**src/rtl/vec_pkg.sv**
```systemverilog
// Shared definitions for the vector datapath: fold op encodings, lane count
// and the reduction FSM state encoding.
package vec_pkg;
    localparam int LANES = 5;

    localparam logic [2:0] ALU_ADD = 3'b000;
    localparam logic [2:0] ALU_SUB = 3'b001;
    localparam logic [2:0] ALU_AND = 3'b010;
    localparam logic [2:0] ALU_OR  = 3'b011;

    localparam logic [1:0] ST_IDLE = 2'd0;
    localparam logic [1:0] ST_RUN  = 2'd1;
    localparam logic [1:0] ST_DONE = 2'd2;

    // Any encoding with the top bit set is outside the supported op set.
    function automatic logic op_legal(input logic [2:0] op);
        return (op[2] == 1'b0);
    endfunction
endpackage

```
**src/rtl/alu.sv**
```systemverilog
// Scalar ALU: add, sub, and, or with ARM-style {N,Z,C,V} flags.
module alu #(
    parameter int WIDTH = 32
) (
    input  logic [WIDTH-1:0] a,
    input  logic [WIDTH-1:0] b,
    input  logic [1:0]       ALUControl,
    output logic [WIDTH-1:0] Result,
    output logic [3:0]       ALUFlags
);
    logic [WIDTH:0]   sum;
    logic [WIDTH-1:0] b_eff;
    logic             is_arith;

    always_comb begin
        // Subtraction is a + ~b + 1, so carry-out is the inverted borrow.
        b_eff    = ALUControl[0] ? ~b : b;
        sum      = {1'b0, a} + {1'b0, b_eff} + {{WIDTH{1'b0}}, ALUControl[0]};
        is_arith = ~ALUControl[1];
        case (ALUControl)
            2'b10:   Result = a & b;
            2'b11:   Result = a | b;
            default: Result = sum[WIDTH-1:0];
        endcase
        ALUFlags[3] = Result[WIDTH-1];
        ALUFlags[2] = (Result == '0);
        ALUFlags[1] = is_arith & sum[WIDTH];
        ALUFlags[0] = is_arith & ~(a[WIDTH-1] ^ b_eff[WIDTH-1]) & (a[WIDTH-1] ^ sum[WIDTH-1]);
    end
endmodule

```
**src/rtl/vector_reduce.sv**
```systemverilog
// Sequential 5-lane vector-to-scalar reduction: folds lanes 1..4 into an
// accumulator seeded with lane 0 through one shared ALU, one lane per clock.
module vector_reduce
    import vec_pkg::*;
#(
    parameter int WIDTH = 32
) (
    input  logic             clk,
    input  logic             reset,
    input  logic             start,
    input  logic [2:0]       op,
    input  logic [WIDTH-1:0] a_0,
    input  logic [WIDTH-1:0] a_1,
    input  logic [WIDTH-1:0] a_2,
    input  logic [WIDTH-1:0] a_3,
    input  logic [WIDTH-1:0] a_4,
    output logic             busy,
    output logic             done,
    output logic [WIDTH-1:0] result,
    output logic [3:0]       flags,
    output logic             err
);
    // Handshake: start is taken on any edge where busy=0 (IDLE or DONE);
    // done is a one-cycle pulse marking result/flags/err valid.
    logic [1:0]       state;
    logic [2:0]       idx;
    logic [2:0]       op_q;
    logic [WIDTH-1:0] acc;
    logic [WIDTH-1:0] lane_q [1:LANES-1];
    logic [WIDTH-1:0] lane_sel;
    logic [WIDTH-1:0] alu_res;
    logic [3:0]       alu_flags;

    always_comb begin
        case (idx)
            3'd1:    lane_sel = lane_q[1];
            3'd2:    lane_sel = lane_q[2];
            3'd3:    lane_sel = lane_q[3];
            3'd4:    lane_sel = lane_q[4];
            default: lane_sel = '0;
        endcase
    end

    alu #(.WIDTH(WIDTH)) u_alu (
        .a          (acc),
        .b          (lane_sel),
        .ALUControl (op_q[1:0]),
        .Result     (alu_res),
        .ALUFlags   (alu_flags)
    );

    always_ff @(posedge clk or negedge reset) begin
        if (!reset) begin
            state  <= ST_IDLE;
            idx    <= '0;
            op_q   <= '0;
            acc    <= '0;
            result <= '0;
            flags  <= '0;
            err    <= 1'b0;
            for (int i = 1; i < LANES; i++) lane_q[i] <= '0;
        end else begin
            case (state)
                ST_RUN: begin
                    if (!op_legal(op_q)) begin
                        result <= '0;
                        flags  <= '0;
                        err    <= 1'b1;
                        idx    <= '0;
                        state  <= ST_DONE;
                    end else begin
                        acc <= alu_res;
                        idx <= idx + 3'd1;
                        if (idx == 3'd4) begin
                            result <= alu_res;
                            flags  <= alu_flags;
                            err    <= 1'b0;
                            idx    <= '0;
                            state  <= ST_DONE;
                        end
                    end
                end
                default: begin
                    // IDLE and DONE both accept; DONE->RUN is the back-to-back path.
                    if (start) begin
                        lane_q[1] <= a_1;
                        lane_q[2] <= a_2;
                        lane_q[3] <= a_3;
                        lane_q[4] <= a_4;
                        op_q      <= op;
                        acc       <= a_0;
                        idx       <= 3'd1;
                        state     <= ST_RUN;
                    end else begin
                        state <= ST_IDLE;
                    end
                end
            endcase
        end
    end

    assign busy = (state == ST_RUN);
    assign done = (state == ST_DONE);
endmodule
```
**config.mk**
```make
export PLATFORM = sky130hd
export DESIGN_NAME = vector_reduce
export DESIGN_NICKNAME = d
export VERILOG_FILES = /design/src/rtl/vec_pkg.sv /design/src/rtl/alu.sv /design/src/rtl/vector_reduce.sv
export SDC_FILE = /design/constraint.sdc
export NUM_CORES = 1
export LEC_CHECK = 0
export ABC_AREA = 1
export CAP_MARGIN = 20
export CORE_ASPECT_RATIO = 0.8
export CORE_MARGIN = 2
export CORE_UTILIZATION = 45
export DETAILED_ROUTE_END_ITERATION = 16
export GPL_TIMING_DRIVEN = 0
export PLACE_DENSITY = 0.68
export SLEW_MARGIN = 20
export SYNTH_ARGS = -nofsm -noshare
export SYNTH_HDL_FRONTEND = slang
export SYNTH_HIERARCHICAL = 1
export SYNTH_SLANG_ARGS = --single-unit
```
**constraint.sdc**
```tcl
create_clock -name clk -period 11.07 [get_ports clk]
set_input_delay 1.6605 -clock clk [delete_from_list [all_inputs] [get_ports clk]]
set_output_delay 1.6605 -clock clk [all_outputs]
set_load 0.01 [all_outputs]
```
==> results.md, run 1 <==
- The run finished with clean final reports.
- The arithmetic-cell share of the synthesized area counting full adders, half adders and majority gates is 0.03659.
- The signed area change from the synthesized netlist to the final layout is 24.51%.
- Setup violations remaining at the end of the flow were counted as 0.
- For this run, asynchronously set or reset flops after synthesis account for 1.000.
- The post-route fraction of the period consumed by the critical path is 0.4604.
- Clock-pin slew was measured on the worst setup and hold paths at 0.06 ns.
- The y dimension of the die is approximately 160 µm.
- just over 200 I/O pins were placed.
- Setup repair after global routing left no endpoint under its margin.
- The first detailed-routing pass took 6 iterations.
- The leftover overflow at the end of global routing is 0.
- After legalization and detailed placement, the total HPWL measured roughly 39 mm.
- The post-route clock skew is between 0.015 and 0.02 ns.
- The via count is approximately 14000.
- For the worst flop-to-flop path, the logic depth is 30.
- For this block, the routed nets add up to roughly 50 mm of wire.
- The hold violation total from the final report came to 0.
- The multiplexer share of the synthesized area is 0.
- TritonCTS built the clock tree.
- For this run, the top clock speed supported by timing is 0.1962 GHz.
- Fill cells in the final layout number 2900.
- After layout, the minimum clock period comes to 5.096 ns.
- In the routed design, unresolved DRC markers number 0.
- For this run, the leading register cell type out of synthesis is sky130_fd_sc_hd__dfrtp_1.
- The critical path data required time is 11.54 ns.
- The cell with the most instances on the worst path is sky130_fd_sc_hd__nand2_1.
- Yosys mapped the design onto 36 distinct sky130hd cell types.
- Of the post-synthesis cell area, the dominant cell type holds 0.3789.
- The cell count after placement is 2628.
- Counting every net in the synthesized netlist gives roughly 2300.
- The area of combinational cells with multiple inputs is roughly 7000 µm².
- By area, the combinational part of the netlist is dominated by simple AND/OR/NAND/NOR gates.
- The initial utilization of the core area, before any placement, comes to 0.4601.
- The number of antenna diodes in the final layout is 0.
- The data arrival time of the worst path is around 5.6 ns.
- The row count is 56.
- After clock tree synthesis, the setup repair step added 0 buffers.
- The critical setup path kind is reg2reg.
- Yosys mapped a number of flops with a built-in enable equal to 0.
- The depth of the worst hold-timing path is 2.
- The insertion delay to the later sink of the worst-skew pair is around 0.54 ns.
- Of the total synthesized cell area, the portion taken by XOR and XNOR cells is 0.001940.
- In this run the clock root is driven by a sky130_fd_sc_hd__clkbuf_16.
- At the end of routability-driven placement, the weighted congestion stood at 0.9702.
- The post-synth design cell area is 13540 µm².
- The most instantiated library cell after synthesis is sky130_fd_sc_hd__nand2_1.
- The number of buffers created by CTS is 23.
- Dividing the detail-routed via count by the number of cells gives roughly 5.3.
- The critical path startpoint category is a register.
- The area after detailed placement is 16100 µm².
- The number of max-slew violations in the final report was 0.
- The area taken by flip-flops and latches is roughly 5000 µm².
- The number of flip-flops and latches in the synthesized netlist is 205.
- The max-capacitance violation count is 0.
- After the flow finishes, the layout carries non-filler instances totaling between 2000 and 3000.
- The DRC violation total after the first TritonRoute iteration is around 1400.
- The average size of a mapped cell is around 6.6 µm².
- The total number of nets in the final design is 2481.
- The deepest level of the CTS H-tree is 1.
- The synthesis warning total is 6.
- The total area inside the core boundary comes to 29430 µm².
- The number of hold buffers added after CTS was 0.
- The floorplan die area is between 30000 and 40000 µm².
- The count of buffers inserted at the top-level ports is between 200 and 250.
- The initial antenna violation count came to 0.
- The slowest cell on the critical path is sky130_fd_sc_hd__buf_1.
- By count the netlist is led by sky130_fd_sc_hd__nand2_1 (881), sky130_fd_sc_hd__nand3_1 (303), sky130_fd_sc_hd__dfrtp_1 (205), sky130_fd_sc_hd__inv_1 (162), sky130_fd_sc_hd__nor2_1 (128).
- The class of the worst hold path is reg2reg.
- Sorting the synthesized cells by area gives the leading types as sky130_fd_sc_hd__dfrtp_1 (38%), sky130_fd_sc_hd__nand2_1 (24%), sky130_fd_sc_hd__nand3_1 (11%).
- The first global-routing pass estimated ~76 mm of wire.
- In the synthesized netlist, the number of instances is a little over 2000.
- The width of the chip is 197.9 µm.
- In this run the remaining antenna-violating nets after routing total 0.
- The leading area contributor after synthesis is sky130_fd_sc_hd__dfrtp_1.
- The cell area after layout is about 17000 µm².
- The post-synthesis compound-gate area fraction was 0.05110.
- The actual transition at the worst max-transition pin is between 0.9 and 1 ns.
- In the final routed layout, each cell accounts on average for 18.70 µm.
- The critical path endpoint category is a register.
- The basic-gate share of the synthesized area counting and, or, nand and nor cells is 0.4384.
- The post-CTS resize count is 0.
- The layout cell share with drive strength beyond 1 is 0.08773.
- The pin count of the biggest net entering global routing is just under 100.
- Headroom to the max-slew limit came out at 0.3497.
- In this run the worst path has a maximum fanout of 10.
- Across every metal layer, demand over resource in global routing totals 0.3172.
- For this run, the slowest stage of the critical path takes ~0.5 ns.
- The clock net in this run drives a total of about 210 sinks.
- The number of global-route vias before repair is approximately 13000.
- The clock passes through at most 3 buffers.
- The post-synthesis sequential area ratio is 0.3789.
## critical path: cells and delay by family (launching register included)
kind | cells | cell delay (ns)
AND/OR/NAND/NOR | 20 | 2.42
buffers and inverters | 7 | 1.44
adder cells (fa/ha/maj) | 2 | 0.70
flip-flops | 1 | 0.31
AO/OA/AOI/OAI | 1 | 0.14
## cell usage in the layout, fill, tap and decap left out, drive strengths merged, types with 2 or more instances in the layout
cell type      Yosys  final
nand2            898    898
nand3            310    310
dfrtp            205    205
clkdlybuf4s50      0    202
inv              178    180
nor2             137    137
buf               87     90
o21ai             77     77
clkbuf            21     52
nand3b            38     38
ha                38     38
a21oi             27     27
nand4             10     10
clkinv             2      5
nor3               5      5
o21bai             4      4
bufinv             0      3
xor2               3      3
o211ai             2      2
## per-layer routing
layer | share of wire | GRT usage | up-vias
li1 | - | - | 6901
met1 | 0.48 | 0.4832 | 6665
met2 | 0.41 | 0.4625 | 584
met3 | 0.085 | 0.05804 | 70
met4 | 0.026 | 0.07450 | 2
met5 | 0.0012 | 0.01389 | -
## cell families after synthesis
| group | count (synthesis) |
|---|---|
| DFF | 205 |
| and+or+nand+nor | 1399 |
| adders and majority gates | 39 |
| AOI/OAI and AO/OA | 112 |
| buffers and inverters | 288 |
| xor gates and xnor gates | 3 |
## sequential cells by signal (all words and copies together), names as in the netlist
name,count
state,2
op_q,3
err,1
idx,3
flags,4
result,32
acc,32
lane_q,128
## worst paths after layout
check                                         from                 endpoint  slack, ns
max                             idx[2]$_DFFE_PN0P_     flags[2]$_DFFE_PN0P_       5.97
min                        lane_q[126]$_DFFE_PN0P_  lane_q[126]$_DFFE_PN0P_       0.47
max reg2reg                     idx[2]$_DFFE_PN0P_     flags[2]$_DFFE_PN0P_       5.97
min reg2reg                lane_q[126]$_DFFE_PN0P_  lane_q[126]$_DFFE_PN0P_       0.47
max in group asynchronous                    reset   lane_q[25]$_DFFE_PN0P_       9.19
min in group asynchronous                    reset   lane_q[41]$_DFFE_PN0P_       1.04
## final cells by class
cell class,instances,area share
Multi-Input combinational cell,1553,0.4240
Timing Repair Buffer,205,0.1241
Inverter,180,0.04007
Clock inverter,9,0.007718
Sequential cell,205,0.3043
Buffer,108,0.03473
Clock buffer,31,0.03711
Tap cell,377,0.02798
## metrics by stage
step                setup TNS [ns]  worst slack [ns]  hold slack [ns]    util
floorplan                        0             7.439           0.4417       -
global placement           -103.20           -0.5288           0.4537  0.5452
detailed placement               0             6.139           0.4588  0.5472
CTS                              0             6.126           0.4731  0.5729
global route                     0             5.578           0.4856  0.5729
finish                           0             5.974           0.4700  0.5729
Power of run 1 is left out: the tool's default activity adds up to more than one toggle a clock period on the data nets, which glitch-free logic cannot reach.
==> run 2, diff against run 1 <==
PLACE_DENSITY = 0.71   (was 0.68)
clock period = 4.4 ns   (was 11.07 ns; I/O delays follow)
==> run 2 against run 1 <==
Register-to-register slack worse by 5.7 ns. Worst hold slack hardly changed. Non-clock buffer count increased by 4. Critical endpoint unchanged. Highest routed layer is now met4.
==> results.md, run 2 (synthesis gave the netlist of run 1 again) <==
- The final standard cell utilization of the core was 0.5758 (+0.002848).
- The achievable frequency is 0.2426 GHz (+24%).
- The actual transition at the worst max-transition pin is 0.8674 ns (-0.1081 ns).
- The relative slew slack is 0.4217 (+0.07206).
- STA classifies the critical path endpoint as a register.
- The number of buffers and inverters on the critical path is 4 (-3).
- The critical path is of the reg2reg type.
- Setup repair after global routing left no endpoint under its margin.
- The number of max-slew violations in the final report was 0 (unchanged).
- The tree is rooted in a sky130_fd_sc_hd__clkbuf_16.
- The max-capacitance violation count is 0 (unchanged).
- The class of the worst hold path is reg2reg.
- The global-route wire length before repair is 76.04 mm (-0.12%).
- The number of global-route vias before repair is 13296 (+0.94%).
- The deepest level of the CTS H-tree is 1 (unchanged).
- The via count is 14389 (+1.2%).
- Counting stages on the worst path, the most repeated cell is sky130_fd_sc_hd__nand2_1.
- The routability-driven placement congestion ratio is 0.9802 (+1.0%).
- The total number of nets in the final design is 2486 (+0.20%).
- The starting density of the core was 0.4601 (unchanged).
- The average via count per standard cell is 5.385 (+1.0%).
- The DRC violation total after the first TritonRoute iteration is 1336 (-5.2%).
- The core footprint came to 29430 µm² (unchanged).
- The number of top-level pins is 205 (unchanged).
- The leftover overflow at the end of global routing is 0 (unchanged).
- The worst-path maximum fanout came to 10 (unchanged).
- The count of buffers inserted at the top-level ports was 203 (unchanged).
- Compared with the post-synthesis result, the final layout area differs by 25.13%.
- The total wire length came to 48.94 mm (-1.9%).
- The y dimension of the die is 159.2 µm (unchanged).
- The number of buffers created by CTS is 24 (+4.3%).
- The half-perimeter wire length after detailed placement came to 38.73 mm (-1.7%).
- The total inserted antenna cells is 0 (unchanged).
- The width of the chip is 197.9 µm (unchanged).
- The largest registers in the layout are lane_q: 128 flops, acc: 32 flops, result: 32 flops.
- The clock tree from TritonCTS is done.
- The critical path startpoint category is a register.
- The area of combinational cells with multiple inputs was 7169 µm² (+0.28%).
- The number of filler instances in the final layout was 2928 (+0.97%).
- The floorplan die area is 31500 µm² (unchanged).
- The pin count of the biggest net entering global routing was 100 (+1.0%).
- The data arrival time of the worst path is 4.59 ns (-0.97 ns).
- The post-route fraction of the period consumed by the critical path is 0.9368 (+0.4764).
- The first-pass detailed-route iteration total came to 7 (+1).
- The maximum buffer depth of the clock tree is 3 (unchanged).
- The insertion delay to the later sink of the worst-skew pair came to 0.54 ns (about the same).
- The clock sink total is 205 (unchanged).
- The critical path data required time was 4.87 ns (-6.67 ns).
- The flip-flop count of the largest register after layout was 128 (unchanged).
- The post-detailed-route count of antenna-violating nets is 0 (unchanged).
- The register containing the most flip-flops in the final layout is lane_q.
- The total track usage came to 0.3121 (-0.005076).
- The slowest cell on the critical path is sky130_fd_sc_hd__dfrtp_1.
- The detail-routed net length per standard cell is 18.31 µm (-2.1%).
- The kind of cell with the highest combined delay along the critical path is simple AND/OR/NAND/NOR gates.
- The run finished with clean final reports.
- The hold violation total from the final report is 0 (unchanged).
- The maximum cell stage delay along the critical path came to 0.41 ns (-0.09 ns).
- The most common library cell in the layout ignoring fill and taps is sky130_fd_sc_hd__nand2_1.
- The area taken by flip-flops and latches is 5130 µm² (unchanged).
- The clock-pin slew on the worst setup and hold paths was 0.06 ns (about the same).
- The library cells used most frequently in the layout, excluding fill and tap cells, are sky130_fd_sc_hd__nand2_1 (876), sky130_fd_sc_hd__nand3_1 (303), sky130_fd_sc_hd__dfrtp_1 (205).
- The final setup violation count is 0 (unchanged).
- The initial antenna violation count is 0 (unchanged).
- The post-route clock skew is 0.01212 ns (-0.004234 ns).
- The row count is 56 (unchanged).
- The time the worst path needs with I/O delays and setup is 4.122 ns (-0.9744 ns).
- The layout cell share with drive strength beyond 1 is 0.09673 (+0.008997).
- The number of DRC violations after detailed routing is 0 (unchanged).
## run 2: what timing repair did
| action | CTS | global route |
|---|---|---|
| endpoints found under the hold margin | 3 | 0 |
| resized for setup | 2 | 35 |
| pin swaps | 0 | 3 |
| hold buffers | 1 | 0 |
| setup buffers | 0 | 4 |
| endpoints found under the setup margin | 23 | 9 |
## run 2: metrics by stage
| stage | cells | area, µm² | setup slack, ns | setup TNS [ns] | hold WS [ns] |
|---|---|---|---|---|---|
| after floorplan | 2046 | 13540 | 0.7695 | 0 | 0.3644 |
| after global placement | 2626 | 16040 | -6.041 | -1233.29 | 0.4540 |
| after detailed placement | 2628 | 16100 | -0.5029 | -2.303 | 0.4587 |
| after CTS | 2668 | 16860 | 0.02047 | 0 | 0.4732 |
| after global routing | 2672 | 16940 | 0.003067 | 0 | 0.4800 |
| final | 2672 | 16940 | 0.2782 | 0 | 0.4695 |
## run 2: path summary, 6_finish.rpt
check	from	endpoint	slack [ns]	depth (start not counted)
setup / recovery	idx[1]$_DFFE_PN0P_	flags[2]$_DFFE_PN0P_	0.28	28
hold / removal	lane_q[120]$_DFFE_PN0P_	lane_q[120]$_DFFE_PN0P_	0.47	2
setup reg to reg	idx[1]$_DFFE_PN0P_	flags[2]$_DFFE_PN0P_	0.28	28
hold reg to reg	lane_q[120]$_DFFE_PN0P_	lane_q[120]$_DFFE_PN0P_	0.47	2
max in group asynchronous	reset	lane_q[121]$_DFFE_PN0P_	2.98	3
min in group asynchronous	reset	lane_q[41]$_DFFE_PN0P_	0.61	2
## run 2: worst min-delay path, stage by stage (launching register included)
cell and delay, ns:
sky130_fd_sc_hd__dfrtp_1 0.33, sky130_fd_sc_hd__nand2_1 0.06, sky130_fd_sc_hd__nand2_1 0.05
## run 2: area by class of cell
type,instances,share of cell area
repair buffers,210,0.1258
plain buffers,107,0.03670
clock inverters,7,0.003471
inverters,180,0.03988
well taps,377,0.02784
clock buffers,33,0.04039
flip-flops and latches,205,0.3028
multi-input cells,1553,0.4231
## run 2: per-layer routing
layer  up-vias  global-route usage  wire (µm)  share of wire
met2       579              0.4470      20120           0.41
met1      6807              0.4851      23210           0.47
li1       6922                   -          -              -
met5         -                   0          0              0
met4         0             0.08647       1506          0.031
met3        81             0.04639       4091          0.084
Power of run 2 is left out for the same reason.
